## config.mk

```make
export PLATFORM = sky130hd
export DESIGN_NAME = sram_port_arbiter
export DESIGN_NICKNAME = d
export VERILOG_FILES = /design/src/rtl/sram_port_arbiter.sv
export SDC_FILE = /design/constraint.sdc
export NUM_CORES = 1
export LEC_CHECK = 0
export CAP_MARGIN = 20
export CORE_AREA = 2 2 92 94
export CTS_CLUSTER_SIZE = 25
export DETAILED_ROUTE_END_ITERATION = 8
export DIE_AREA = 0 0 94 96
export PLACE_DENSITY = 0.79
export SETUP_SLACK_MARGIN = 0.02
export SKIP_CTS_REPAIR_TIMING = 1
export SLEW_MARGIN = 25
export SYNTH_ARGS = -nofsm -noshare
export SYNTH_HDL_FRONTEND = slang
export SYNTH_SLANG_ARGS = --single-unit
```

## constraint.sdc

```tcl
create_clock -name clk -period 2 [get_ports clk]
set_clock_uncertainty 0.2 [all_clocks]
set_input_delay 0.4 -clock clk [delete_from_list [all_inputs] [get_ports clk]]
set_output_delay 0.4 -clock clk [all_outputs]
set_load 0.02 [all_outputs]
```

## src/rtl/sram_port_arbiter.sv

```systemverilog
// Round-robin arbiter sharing one SRAM controller port between two req/ack masters.
// Optional WAIT-state watchdog enabled by defining SRAM_ARB_TIMEOUT_EN.
module sram_port_arbiter #(
    parameter int ADDR_W  = 17,
    parameter int DATA_W  = 16,
    parameter int TIMEOUT = 255
) (
    input  logic              clk,
    input  logic              rst,
    input  logic              m0_req,
    input  logic              m0_we,
    input  logic [ADDR_W-1:0] m0_addr,
    input  logic [DATA_W-1:0] m0_wdata,
    output logic              m0_ack,
    output logic [DATA_W-1:0] m0_rdata,
    input  logic              m1_req,
    input  logic              m1_we,
    input  logic [ADDR_W-1:0] m1_addr,
    input  logic [DATA_W-1:0] m1_wdata,
    output logic              m1_ack,
    output logic [DATA_W-1:0] m1_rdata,
    output logic              ram_re,
    output logic              ram_we,
    output logic [ADDR_W-1:0] ram_addr,
    output logic [DATA_W-1:0] ram_wdata,
    input  logic              ram_done,
    input  logic [DATA_W-1:0] ram_rdata,
    output logic              busy,
    output logic              grant,
    output logic              timeout_err
);

    typedef enum logic [1:0] {S_IDLE, S_ISSUE, S_WAIT, S_ACK} state_t;

    state_t            state, state_nxt;
    logic              last_m1;
    logic              lat_we;
    logic              start;
    logic              pick_m1;
    logic              timed_out;
    logic [DATA_W-1:0] rd_val;

    if (TIMEOUT < 1) begin : g_bad_timeout
        $error("TIMEOUT must be at least 1");
    end

    assign start   = (state == S_IDLE) && (m0_req || m1_req);
    // On a tie the master that was not served last wins.
    assign pick_m1 = m1_req && (!m0_req || !last_m1);

`ifdef SRAM_ARB_TIMEOUT_EN
    localparam int CNT_W = $clog2(TIMEOUT + 1);

    logic [CNT_W-1:0] wait_cnt;
    logic             timeout_q;

    // ram_done in the limit cycle takes priority over the watchdog.
    assign timed_out   = (state == S_WAIT) && !ram_done && (wait_cnt == CNT_W'(TIMEOUT - 1));
    assign timeout_err = timeout_q;

    always_ff @(posedge clk or negedge rst) begin
        if (!rst) begin
            wait_cnt  <= '0;
            timeout_q <= 1'b0;
        end else begin
            if (state == S_ISSUE)
                wait_cnt <= '0;
            else if (state == S_WAIT)
                wait_cnt <= wait_cnt + 1'b1;
            if (timed_out)
                timeout_q <= 1'b1;
        end
    end
`else
    assign timed_out   = 1'b0;
    assign timeout_err = 1'b0;
`endif

    assign rd_val = ram_done ? ram_rdata : DATA_W'(16'hDEAD);

    always_ff @(posedge clk or negedge rst) begin
        if (!rst)
            state <= S_IDLE;
        else
            state <= state_nxt;
    end

    // NOTE: every output of this block gets a default first so no latch is inferred.
    always_comb begin
        state_nxt = state;
        ram_re    = 1'b0;
        ram_we    = 1'b0;
        m0_ack    = 1'b0;
        m1_ack    = 1'b0;
        busy      = (state != S_IDLE);
        unique case (state)
            S_IDLE:  if (start) state_nxt = S_ISSUE;
            S_ISSUE: begin
                ram_re    = !lat_we;
                ram_we    = lat_we;
                state_nxt = S_WAIT;
            end
            S_WAIT:  if (ram_done || timed_out) state_nxt = S_ACK;
            S_ACK: begin
                m0_ack    = !grant;
                m1_ack    = grant;
                state_nxt = S_IDLE;
            end
            default: state_nxt = S_IDLE;
        endcase
    end

    // NOTE: sequential state uses non-blocking assignments so every flop samples pre-edge values.
    always_ff @(posedge clk or negedge rst) begin
        if (!rst) begin
            grant     <= 1'b0;
            last_m1   <= 1'b1;
            lat_we    <= 1'b0;
            ram_addr  <= '0;
            ram_wdata <= '0;
            m0_rdata  <= '0;
            m1_rdata  <= '0;
        end else begin
            if (start) begin
                grant     <= pick_m1;
                last_m1   <= pick_m1;
                lat_we    <= pick_m1 ? m1_we    : m0_we;
                ram_addr  <= pick_m1 ? m1_addr  : m0_addr;
                ram_wdata <= pick_m1 ? m1_wdata : m0_wdata;
            end
            // Read data lands on the winner's port at the WAIT->ACK edge.
            if ((state == S_WAIT) && !lat_we && (ram_done || timed_out)) begin
                if (grant)
                    m1_rdata <= rd_val;
                else
                    m0_rdata <= rd_val;
            end
        end
    end

endmodule

```

## Word-level counts from Yosys, hierarchy flattened

Cells that the tools add are included.

- Add/sub/neg operators: 0
- Multiply operators: 0
- Divide/modulo/power cells: 0
- Magnitude comparators: 0
- Equality and inequality tests: 5
- Shifts and indexed selects: 0
- Muxes and demuxes: 11
- Bitwise gates (word level): 1
- Reduce and logical (&&, ||, !) cells: 15

Operator list:

| cell | number |
|---|---|
| two-way mux 16 bit | 2 |
| two-way mux 17 bit | 1 |
| one-hot mux 2 bit (4 select lines) | 1 |
| AND reduction 2 bit | 3 |
| two-way mux 1 bit | 5 |
| == test 2 bit (second input constant) | 2 |
| logical AND 1 bit | 4 |
| logical NOT 1 bit | 4 |
| two-way mux 2 bit | 2 |
| inequality test 2 bit (second input constant) | 2 |
| == test 2 x 1 -> 1 bit (second input constant) | 1 |
| logical NOT 2 bit | 1 |
| logical OR 1 bit | 2 |
| nonzero test 2 bit | 1 |
| NOT 1 bit | 1 |

- Flip-flop bits (word level): 70
- Latch bits: 0
- RAM bits: 0
- Bits in read-only memories: 0
- Output and inout port bits: 72
- Logic and storage cells: 40
- Memories: 0

## Longest topological paths before layout

- Word-level depth: 4
- Gate-level depth with buffers: 7
- Depth with buffers taken out: 5

## Least setup slack after synthesis

Ideal clock, no wire load.

- Kind: reg2reg
- Start: register state[0]
- End: register state[1]
- Library setup time: 125 ps
- Arrival time: 1490 ps
- Setup slack: 184 ps
- Stages on the path, launching flop included: 6
- Cells stage by stage: dfrtp_1 -> inv_1 -> ha_1 -> inv_2 -> o32a_1 -> mux2_4

- Cells in the longest elaborated chain, start to end: 4
- Elaborated cells on any way between the ends: 9

RTL lines:

| what | line | RTL |
|---|---|---|
| start, declared | 35 | `state_t state, state_nxt;` |
| start signal, assigned | 85 | `state <= state_nxt;` |
| logical NOT 2 bit | 47, 96 |  |
| logical AND 1 bit | 47 | `assign start = (state == S_IDLE) && (m0_req \|\| m1_req);` |
| inequality test 2 bit (no line) | -- |  |
| AND reduction 2 bit (no line) | -- |  |

Several ways; a longest one is shown, not always the timed one.
A chain may end at the register's enable or synchronous reset.

## Worst setup path after layout

- Start: register state[1]
- End: output ram_re

- Cells in the longest elaborated chain, start to end: 2

RTL lines:

| what | line | RTL |
|---|---|---|
| == test 2 x 1 -> 1 bit | 96 | `unique case (state)` |
| two-way mux 1 bit | 96 |  |
| end, declared | 22 | `output logic ram_re,` |

Every way passes these cells.

==> metrics.log <==
[metrics] result of the run: complete, but fails checks
[metrics] failing checks: setup timing
[metrics] per-cell routed wire length: 14.6 um
[metrics] arrival time at the worst endpoint: 1.40 ns
[metrics] CP max stage delay: 0.43 ns
[metrics] top-area cell type share of the netlist area: 56.7%
[metrics] global-route usage over all layers: between 10% and 20%
[metrics] required time reported for the critical path endpoint: about 1.4 ns
[metrics] final hold violation count: 0
[metrics] antenna cells: 0
[metrics] average cell area after synthesis: 9.06 sq um
[metrics] Buffers & Inverters on Critical Path: 3
[metrics] Synth Instances: 336
[metrics] slowest cell on the critical path: sky130_fd_sc_hd__dfrtp_1
[metrics] Top Family by Delay on Critical Path: flip-flops
[metrics] total power consumption of the routed design: 7.62 mW
[metrics] CTS tree: built
[metrics] power dissipated by switching net loads: 2.99 mW
[metrics] min setup slack post-route: -0.00217 ns
[metrics] via-per-instance ratio: 4.84
[metrics] number of remaining DRC errors: 0
[metrics] initial antenna violation count: 0
[metrics] clock root buffer master: sky130_fd_sc_hd__clkbuf_8
[metrics] grt met2 use: 33.4%
[metrics] Crit Path Category: reg2out
[metrics] area enclosed by the die boundary: 9020 sq um
[metrics] Inserted Clock Buffers: 9
[metrics] highest net fanout along the worst path: 4
[metrics] fraction of layout instances using a drive strength above 1: 7.78%
[metrics] Yosys top cell by area: sky130_fd_sc_hd__dfrtp_1
[metrics] clock transition at the registers of the reported paths: 0.07 ns
[metrics] setup repair after global routing missed its margin: true
[metrics] Tightest Hold Check Type: reg2reg
[metrics] DP Cell Count: 589
[metrics] residual overflow from global routing: 0
[metrics] vertical die dimension: 96 um
[metrics] buffers added on ports: 159
[metrics] Comb pwr share: 52.6%
[metrics] sequential element share of the synthesized area: 57.6%
[metrics] Routability Congestion: ~0.8
[metrics] worst-path cell chain: buf_6 -> inv_1 -> ha_1 -> nor2b_2 -> buf_4
[metrics] internal portion of total power: 4.63 mW
[metrics] wire length of the first global-routing pass: 13800 um
[metrics] register bit count reported by yosys: 70
[metrics] number of warnings issued by yosys: 0
[metrics] maximum capacitance violations: 0
[metrics] global-route met3 utilization: 7.36%
[metrics] clock network fraction of design power: 14.5%
[metrics] via count of the first global-routing pass: 2945
[metrics] Max H-tree Level: 3
[metrics] # IOs: 161
[metrics] global-route met1 utilization: 23.1%
[metrics] Filler cells: 682
[metrics] Worst Setup End Kind: output pin
[metrics] Detailed Route Iter0 Violations: 74
[metrics] relative area change from synthesis to final layout: 65.9%
[metrics] Top Usage Layer GRT: met2
[metrics] final-stage net count: 590
[metrics] buffer depth of the longest clock path: 2
[metrics] number of standard-cell rows in the floorplan: 33
[metrics] Floorplan Core Area: just over 8000 sq um
[metrics] die extent in x: 94 um
[metrics] Netlist Area Pre-Place: 3040 sq um
[metrics] synthesized net count: 429
[metrics] top cells by area in the synthesized netlist: sky130_fd_sc_hd__dfrtp_1, sky130_fd_sc_hd__a21oi_1, sky130_fd_sc_hd__nand2_1
[metrics] switching power as a share of total power: 39.2%
[metrics] final wirelength: 8870 um
[metrics] fin crit period: 2.00 ns
[metrics] Post-Place Worst Slack: -0.00263 ns
[metrics] sort of element at the start of the critical path: register
[metrics] initial standard-cell utilization of the core: 37.8%
[metrics] final design area excluding fillers: 5050 sq um
[metrics] portion of the clock cycle consumed by the worst path in the final layout: 100%
[metrics] pin count of the biggest net entering global routing: 38
[metrics] count of different cell masters after synthesis: 25
[metrics] drt first pass iters: 4
[metrics] highest clock rate: around 500 MHz
[metrics] overall via count from detail_route: 2935
[metrics] worst skew pair latency: 0.33 ns
[metrics] share of power burned in registers: 32.9%
[metrics] half-perimeter wire length after placement: 6460 um
[metrics] Num Clock Sinks: 70
[metrics] P_leak: approximately 2.3 nW
[metrics] setup slack on the worst flop-to-flop path: approximately 0.12 ns
[metrics] Layout Cells excl Fill: 606
[metrics] power per standard cell area: 1510 nW/um^2
[metrics] placed instance area: 4830 sq um
[metrics] Worst Hold Margin: 0.282 ns
[metrics] total of endpoints with negative setup slack in the final report: 1
[metrics] count of final max-slew check failures: 0
[metrics] worst-case vdd ir drop: 0.663 mV
[metrics] Final ANT Viol Nets: 0
## metal layers
layer	vias to the layer above	part of all wire [%]
met5	-	0
met1	1388	40
li1	1428	-
met4	0	0.70
met2	114	50
met3	5	8.8
## worst min-delay path: stages (launching register included)
cell	delay, ns
sky130_fd_sc_hd__dfrtp_1	0.35
sky130_fd_sc_hd__nand2_1	0.05
sky130_fd_sc_hd__o21ai_0	0.06
## path summary, 6_finish.rpt
kind                                          from                 endpoint  cells after the start
hold reg to reg            m0_rdata[5]$_DFFE_PN0P_  m0_rdata[5]$_DFFE_PN0P_                      2
max in group asynchronous                      rst      last_m1$_DFFE_PN1P_                      3
min in group asynchronous                      rst  ram_addr[1]$_DFFE_PN0P_                      3
hold / removal             m0_rdata[5]$_DFFE_PN0P_  m0_rdata[5]$_DFFE_PN0P_                      2
setup reg to reg              state[1]$_DFFE_PN0P_     state[1]$_DFFE_PN0P_                      6
setup / recovery              state[1]$_DFFE_PN0P_                   ram_re                      5
## logic make-up after synthesis
family	synth area share [%]
adder cells (fa/ha/maj)	1.64
AO/OA/AOI/OAI	19.1
AND/OR/NAND/NOR	16.8
buffers and inverters	4.24
flip-flops	57.6
multiplexers	0.493
other	0.123
## power by group through the flow
stage	clock network [mW]	registers, mW	logic [mW]
after global placement	0	2.49	3.95
final	1.11	2.51	4.01
after global routing	1.21	2.59	4.34
after CTS	1.14	2.51	4.04
after floorplan	0	3.28	1.24
after detailed placement	0	2.53	4.03
## per-stage QoR
stage	util (%)	setup TNS, ns
after floorplan	-	0
after global placement	60.0	0
after detailed placement	60.0	-0.00263
after CTS	62.4	-1.64
after global routing	62.7	-0.185
final	62.7	-0.00217
## cell type report
cell class                      count  area [sq um]  share of cell area [%]
Clock buffer                       11           141                    2.80
Clock inverter                      4          47.5                   0.942
Inverter                            4          15.0                   0.297
Multi-Input combinational cell    238          1160                    23.1
Sequential cell                    70          1750                    34.7
Tap cell                          105           131                    2.60
Timing Repair Buffer              174          1800                    35.6
## cells in the mapped netlist
library cell / instances
sky130_fd_sc_hd__a21bo_2: 1
sky130_fd_sc_hd__a21boi_4: 1
sky130_fd_sc_hd__a21oi_1: 69
sky130_fd_sc_hd__a31oi_1: 1
sky130_fd_sc_hd__and2_1: 2
sky130_fd_sc_hd__buf_2: 16
sky130_fd_sc_hd__buf_4: 1
sky130_fd_sc_hd__clkbuf_1: 7
sky130_fd_sc_hd__conb_1: 1
sky130_fd_sc_hd__dfrtp_1: 69
sky130_fd_sc_hd__dfstp_2: 1
sky130_fd_sc_hd__ha_1: 4
sky130_fd_sc_hd__inv_1: 3
sky130_fd_sc_hd__inv_2: 1
sky130_fd_sc_hd__mux2_4: 1
sky130_fd_sc_hd__nand2_1: 72
sky130_fd_sc_hd__nand4b_1: 1
sky130_fd_sc_hd__nand4bb_1: 1
sky130_fd_sc_hd__nor2_1: 34
sky130_fd_sc_hd__nor2b_1: 13
sky130_fd_sc_hd__o21a_1: 1
sky130_fd_sc_hd__o21ai_0: 33
sky130_fd_sc_hd__o21ai_2: 1
sky130_fd_sc_hd__o22a_1: 1
sky130_fd_sc_hd__o32a_1: 1
## registers in the layout (all words and copies together), names as in the netlist
signal	cells
state	2
grant	1
lat_we	1
m1_rdata	16
ram_wdata	16
last_m1	1
m0_rdata	16
ram_addr	17
## cell usage in the layout (no fill, tap or decap), types with 2 or more instances in the layout
master                            netlist  layout
sky130_fd_sc_hd__nor2b_1               13      12
sky130_fd_sc_hd__dlymetal6s2s_1         0       5
sky130_fd_sc_hd__ha_1                   4       4
sky130_fd_sc_hd__clkdlybuf4s50_1        0     150
sky130_fd_sc_hd__nand2_1               72      72
sky130_fd_sc_hd__buf_4                  1       8
sky130_fd_sc_hd__buf_12                 0       7
sky130_fd_sc_hd__dfrtp_1               69      69
sky130_fd_sc_hd__clkbuf_8               0      10
sky130_fd_sc_hd__a21oi_1               69      69
sky130_fd_sc_hd__and2_1                 2       2
sky130_fd_sc_hd__o21ai_0               33      33
sky130_fd_sc_hd__inv_1                  3       3
sky130_fd_sc_hd__clkinv_2               0       2
sky130_fd_sc_hd__nor2_1                34      34
Power figures use the tool's default switching activity.
